[src/rtl/biquad8_pkg.sv]
// Shared constants for the biquad8 pole IIR and its coefficient loader.
// The loader's state encoding lives here so other code can refer to states by name.
package biquad8_pkg;

    localparam int BQ_NCHAIN     = 4;
    localparam int BQ_COEFF_BITS = 18;

    localparam logic [1:0] ST_IDLE   = 2'd0;
    localparam logic [1:0] ST_SHIFT  = 2'd1;
    localparam logic [1:0] ST_UPDATE = 2'd2;
    localparam logic [1:0] ST_DONE   = 2'd3;

    typedef enum logic [1:0] {
        S_IDLE   = ST_IDLE,
        S_SHIFT  = ST_SHIFT,
        S_UPDATE = ST_UPDATE,
        S_DONE   = ST_DONE
    } ldr_state_t;

endpackage

[src/rtl/biquad8_pole_coeff_loader.sv]
// Coefficient sequencer for the biquad8 pole DSP chain: shadow bank, commit snapshot,
// serial B1 shift (highest slot first) and a single B2 update strobe.
//
// state  | meaning
// IDLE   | waiting for a commit or a pending load
// SHIFT  | one staged slot per cycle onto the B1 cascade
// UPDATE | one-cycle B2 load strobe
// DONE   | one-cycle completion pulse
module biquad8_pole_coeff_loader
    import biquad8_pkg::*;
#(
    parameter int NCHAIN     = BQ_NCHAIN,
    parameter int COEFF_BITS = BQ_COEFF_BITS
) (
    input  logic                      clk,
    input  logic                      rst,
    input  logic [$clog2(NCHAIN)-1:0] cfg_addr_i,
    input  logic [COEFF_BITS-1:0]     cfg_dat_i,
    input  logic                      cfg_wr_i,
    input  logic                      cfg_commit_i,
    output logic [COEFF_BITS-1:0]     coeff_dat_o,
    output logic                      coeff_wr_o,
    output logic                      coeff_update_o,
    output logic                      busy_o,
    output logic                      done_o
);
    localparam int            AW      = $clog2(NCHAIN);
    localparam logic [AW-1:0] CNT_TOP = AW'(NCHAIN - 1);
    localparam logic [AW:0]   N_SLOTS = (AW + 1)'(NCHAIN);

    ldr_state_t            r_state;
    logic [AW-1:0]         r_cnt;
    logic                  r_pend;
    logic [COEFF_BITS-1:0] r_shadow [NCHAIN];
    logic [COEFF_BITS-1:0] r_stage  [NCHAIN];

    ldr_state_t            w_state_nxt;
    logic [AW-1:0]         w_cnt_nxt;
    logic                  w_pend_nxt;
    logic                  w_snap;
    logic                  w_wr_nxt;
    logic [COEFF_BITS-1:0] w_dat_nxt;
    logic                  w_upd_nxt;
    logic                  w_done_nxt;
    logic                  w_busy_nxt;
    logic                  w_addr_ok;

    assign w_addr_ok = ({1'b0, cfg_addr_i} < N_SLOTS);

    always_ff @(posedge clk) begin
        if (rst) begin
            r_state <= S_IDLE;
            r_cnt   <= '0;
            r_pend  <= 1'b0;
        end else begin
            r_state <= w_state_nxt;
            r_cnt   <= w_cnt_nxt;
            r_pend  <= w_pend_nxt;
        end
    end

    always_comb begin
        w_state_nxt = r_state;
        w_cnt_nxt   = r_cnt;
        w_pend_nxt  = r_pend;
        w_snap      = 1'b0;
        w_wr_nxt    = 1'b0;
        w_dat_nxt   = '0;
        w_upd_nxt   = 1'b0;
        w_done_nxt  = 1'b0;
        unique case (r_state)
            S_IDLE: begin
                if (cfg_commit_i || r_pend) begin
                    w_snap      = 1'b1;
                    w_pend_nxt  = 1'b0;
                    w_cnt_nxt   = CNT_TOP;
                    w_state_nxt = S_SHIFT;
                end
            end
            S_SHIFT: begin
                w_wr_nxt   = 1'b1;
                w_dat_nxt  = r_stage[r_cnt];
                w_cnt_nxt  = r_cnt - 1'b1;
                w_pend_nxt = r_pend | cfg_commit_i;
                if (r_cnt == '0) begin
                    w_state_nxt = S_UPDATE;
                end
            end
            S_UPDATE: begin
                w_upd_nxt   = 1'b1;
                w_pend_nxt  = r_pend | cfg_commit_i;
                w_state_nxt = S_DONE;
            end
            S_DONE: begin
                w_done_nxt  = 1'b1;
                w_pend_nxt  = r_pend | cfg_commit_i;
                w_state_nxt = S_IDLE;
            end
        endcase
        w_busy_nxt = (w_state_nxt == S_SHIFT) || (w_state_nxt == S_UPDATE);
    end

    // Non-blocking snapshot reads the shadow before any same-cycle write lands.
    always_ff @(posedge clk) begin
        if (rst) begin
            for (int k = 0; k < NCHAIN; k++) begin
                r_shadow[k] <= '0;
                r_stage[k]  <= '0;
            end
        end else begin
            if (cfg_wr_i && w_addr_ok) begin
                r_shadow[cfg_addr_i] <= cfg_dat_i;
            end
            if (w_snap) begin
                r_stage <= r_shadow;
            end
        end
    end

    always_ff @(posedge clk) begin
        if (rst) begin
            coeff_dat_o    <= '0;
            coeff_wr_o     <= 1'b0;
            coeff_update_o <= 1'b0;
            busy_o         <= 1'b0;
            done_o         <= 1'b0;
        end else begin
            coeff_dat_o    <= w_dat_nxt;
            coeff_wr_o     <= w_wr_nxt;
            coeff_update_o <= w_upd_nxt;
            busy_o         <= w_busy_nxt;
            done_o         <= w_done_nxt;
        end
    end

endmodule

[config.mk]
export PLATFORM = sky130hd
export DESIGN_NAME = biquad8_pole_coeff_loader
export DESIGN_NICKNAME = d
export VERILOG_FILES = /design/src/rtl/biquad8_pkg.sv /design/src/rtl/biquad8_pole_coeff_loader.sv
export SDC_FILE = /design/constraint.sdc
export NUM_CORES = 1
export LEC_CHECK = 0
export BUFFER_PORTS_ARGS = -buffer_cell sky130_fd_sc_hd__buf_2
export CORE_ASPECT_RATIO = 1.4
export CORE_UTILIZATION = 50
export DETAILED_ROUTE_END_ITERATION = 8
export PLACE_DENSITY = 0.68
export SYNTH_ARGS = -nofsm -noshare
export SYNTH_HDL_FRONTEND = slang
export SYNTH_SLANG_ARGS = --single-unit
[constraint.sdc]
create_clock -name clk -period 3.1 [get_ports clk]
set_input_delay 0.31 -clock clk [delete_from_list [all_inputs] [get_ports clk]]
set_output_delay 0.31 -clock clk [all_outputs]
set_load 0.01 [all_outputs]
==> results.py <==
metrics = {
    "timing": {
        "max_freq_mhz": 532,
        "setup_tns_ps": 0,
        "rsz0062_at_grt": "no",
        "holdWs_ps": 160,
        "relSlewSlack": 0.298,
        "slew_violations": 0,
        "min_period_over_period": 0.606,
        "setup_ws_ps": 1220,
        "hold_viol": 0,
        "setup_viol": 0,
        "fin_skew_ps": 6.69,
        "worstMarginPinSlew_ps": 1050,
        "layout_min_cycle_time_ps": 1880,
    },
    "clock_network": {
        "ctsRootBufferMaster": "clkbuf_16",
        "numCtsBuffers": 17,
        "hold_buffers": 0,
        "cts.repair.resized": 0,
        "cts_tree": "built",
        "clk_path_buf_depth": 2,
        "cts.sinks": 171,
        "clkSlewWorstSetupHoldPaths_ps": 60,
        "htree_num_levels": 4,
        "worstSkewPairLatency_ps": 420,
        "postCtsSetupBuffers": 0,
    },
    "worst_setup_path": {
        "endpoint": "coeff_dat_o[2]$_SDFF_PP0_",
        "path_class": "reg2reg",
        "cp-start-kind": "flop",
        "worstPathRequired_ps": 3350,
        "startpoint": "r_state[1]$_SDFF_PP0_",
        "r2r-start": "r_state[1]$_SDFF_PP0_",
        "r2r_end": "coeff_dat_o[2]$_SDFF_PP0_",
        "cp_data_arrival_time_ps": 2130,
        "r2r_slack_ps": 1220,
        "reg2reg_depth": 3,
        "path_max_fanout": 18,
        "crit_path_end_kind": "flop",
    },
    "synthesis": {
        "synth_area_per_cell_um2": 9.34,
        "syn_area_um2": 7000,
        "synth-seq-cells": 171,
        "synth_edf_count": 0,
        "synthFlopType": "dfxtp_1",
        "yosys_warnings": 0,
        "ys_seq_area_frac": 0.489,
        "ys_types": 31,
        "syn_inst": 749,
        "syn_nets": 774,
        "async_reset_ff_frac": 0,
    },
    "cells_and_area": {
        "multi_input_area_um2": 3290,
        "diodes": 0,
        "fin_cells": 955,
        "nets": 786,
        "drive_gt1_frac": 0.123,
        "register_area_um2": 3420,
        "syn2layout_area_growth_pct": 12.0,
        "nFillCells": 1259,
    },
    "run_status": {
        "status": "finished, final reports clean",
    },
    "route": {
        "vias": 4933,
        "first_pass_iters": 6,
        "met2WireLength_um": 7280,
        "drt-total-wl_um": 14700,
        "top_layer_used": "met4",
        "vias_per_cell": 5.17,
        "antenna_left": 0,
        "detail_route.wl_per_cell_um": 15.4,
        "first_iter_violations": 293,
        "wl_met3_um": 630,
        "drcViolationCount": 0,
        "wl_met1_um": 6580,
    },
    "power_and_ir_drop": {
        "internal_power_w": 0.00378,
        "pwr-share-seq": 0.466,
        "pwr_density_cell_nw_per_um2": 633,
        "leakagePower_nw": 2.92,
        "ir_drop_mv": 0.436,
        "p_sw_w": 0.00118,
        "comb_power_share": 0.101,
        "switching_share": 0.239,
        "p_total_w": 0.00496,
        "clockPowerShare": 0.433,
    },
    "die": {
        "ios": 46,
        "rows": 50,
        "start_util": 0.518,
        "coreArea_um2": 13500,
        "die_h_um": 142,
        "die_w_um": 102,
        "dieArea_um2": 14500,
    },
    "grt": {
        "grt_pass1_vias": 4688,
        "gr-usage-all-layers": 0.216,
        "antenna_found_initial": 0,
        "grt_pass1_wl_um": 23600,
        "grt_max_degree": 168,
        "grt_overflow_total": 0,
    },
    "placed_design": {
        "port_buffers": 45,
        "hpwl_um": 9110,
        "pre_cts_ws_ps": 1090,
        "dp.cells": 924,
        "gp_congestion": 0.738,
    },
    "hold_path": {
        "hp-class": "in2reg",
    },
    "flow_run": {
        "max_cap_viol_count": 0,
    },
}
==> area by class of cell <==
| cell class | count | share of cell area |
|---|---|---|
| sequential | 171 | 0.437 |
| multi-input combinational | 518 | 0.420 |
| clock buffer | 20 | 0.0583 |
| timing repair buffer | 50 | 0.0355 |
| tap | 182 | 0.0291 |
| clock inverter | 11 | 0.0185 |
| inverter | 3 | 0.00144 |
==> placed cells by master (no fill, tap or decap), types with 2 or more instances in the layout <==
master	instances
buf_4	5
o22ai_2	11
inv_1	3
nor2_1	6
nand3b_1	2
clkbuf_8	2
clkinv_4	2
dfxtp_1	170
or3_1	2
nand2_1	144
nor3b_1	2
bufinv_16	3
clkbuf_16	17
o22ai_1	7
clkinvlp_4	3
and3b_1	2
nor3_1	2
buf_2	44
a21oi_1	74
nand2b_1	145
clkinv_2	3
mux2i_1	108
==> worst max-delay path: stages (launching register included) <==
cell	delay, ps
dfxtp_1	470
nand2b_1	220
or3_1	810
o22ai_1	210
==> synth_stat cells (2+ instances only) <==
master    number  share of area
dfxtp_1      171           0.49
nand3b_1       2         0.0021
nor2_1         6         0.0032
buf_6          2         0.0032
nand2b_1     145           0.13
and3b_1        2         0.0025
buf_4          3         0.0032
clkbuf_1      26          0.014
nor3b_1        2         0.0021
nand2_1      144          0.077
o22ai_2       11          0.020
buf_2         25          0.018
inv_1          3         0.0016
or3_1          2         0.0018
mux2i_1      108           0.15
a21oi_1       74          0.053
o22ai_1        7         0.0063
nor3_1         3         0.0021
==> how the worst min path moves through the flow <==
| stage | startpoint | endpoint | slack (ps) | cells past startpoint |
|---|---|---|---|---|
| 4_1_cts | cfg_dat_i[5] | r_shadow[23]$_SDFFE_PP0P_ | 140 | 3 |
| 5_1_grt | cfg_dat_i[0] | r_shadow[36]$_SDFFE_PP0P_ | 150 | 3 |
| 3_5_place_dp | r_shadow[10]$_SDFFE_PP0P_ | r_shadow[10]$_SDFFE_PP0P_ | 450 | 2 |
| 6_report | cfg_dat_i[5] | r_shadow[23]$_SDFFE_PP0P_ | 160 | 3 |
| 2_1_floorplan | r_shadow[0]$_SDFFE_PP0P_ | r_shadow[0]$_SDFFE_PP0P_ | 440 | 2 |
| 3_3_place_gp | r_shadow[21]$_SDFFE_PP0P_ | r_shadow[21]$_SDFFE_PP0P_ | 440 | 2 |
==> per-stage QoR <==
| stage | instance area [um^2] | utilization |
|---|---|---|
| final | 7840 | 0.580 |
| after detailed placement | 7230 | 0.535 |
| after global routing | 7840 | 0.580 |
| after global placement | 7230 | 0.535 |
| after CTS | 7840 | 0.580 |
| after floorplan | 7000 | - |
==> sequential cells by signal (all words and copies together), names as in the netlist <==
name,count
r_stage,72
coeff_dat_o,18
r_cnt,2
r_state,2
busy_o,1
coeff_wr_o,1
coeff_update_o,1
r_pend,1
done_o,1
r_shadow,72
==> metal layers <==
metal  vias to the layer above  global-route usage
met5                         -                   0
met4                         0              0.0737
met3                        19              0.0486
met1                      2330               0.278
met2                       102               0.353
li1                       2482                   -
==> power groups by stage <==
stage / combinational [W] / sequential, W / clock (W)
floorplan: 0.000411 / 0.00234 / 0
global placement: 0.000490 / 0.00236 / 0
detailed placement: 0.000505 / 0.00236 / 0
CTS: 0.000506 / 0.00231 / 0.00218
global route: 0.000540 / 0.00232 / 0.00228
finish: 0.000502 / 0.00231 / 0.00215
==> logic make-up after synthesis <==
| family | after synthesis | share of synthesized area |
|---|---|---|
| DFF | 171 | 0.489 |
| buffers and inverters | 60 | 0.0427 |
| adders and majority gates | 1 | 0.00179 |
| muxes | 108 | 0.154 |
| and+or+nand+nor | 312 | 0.227 |
| AOI/OAI and AO/OA | 97 | 0.0844 |
(Power assumes the default switching activity.)
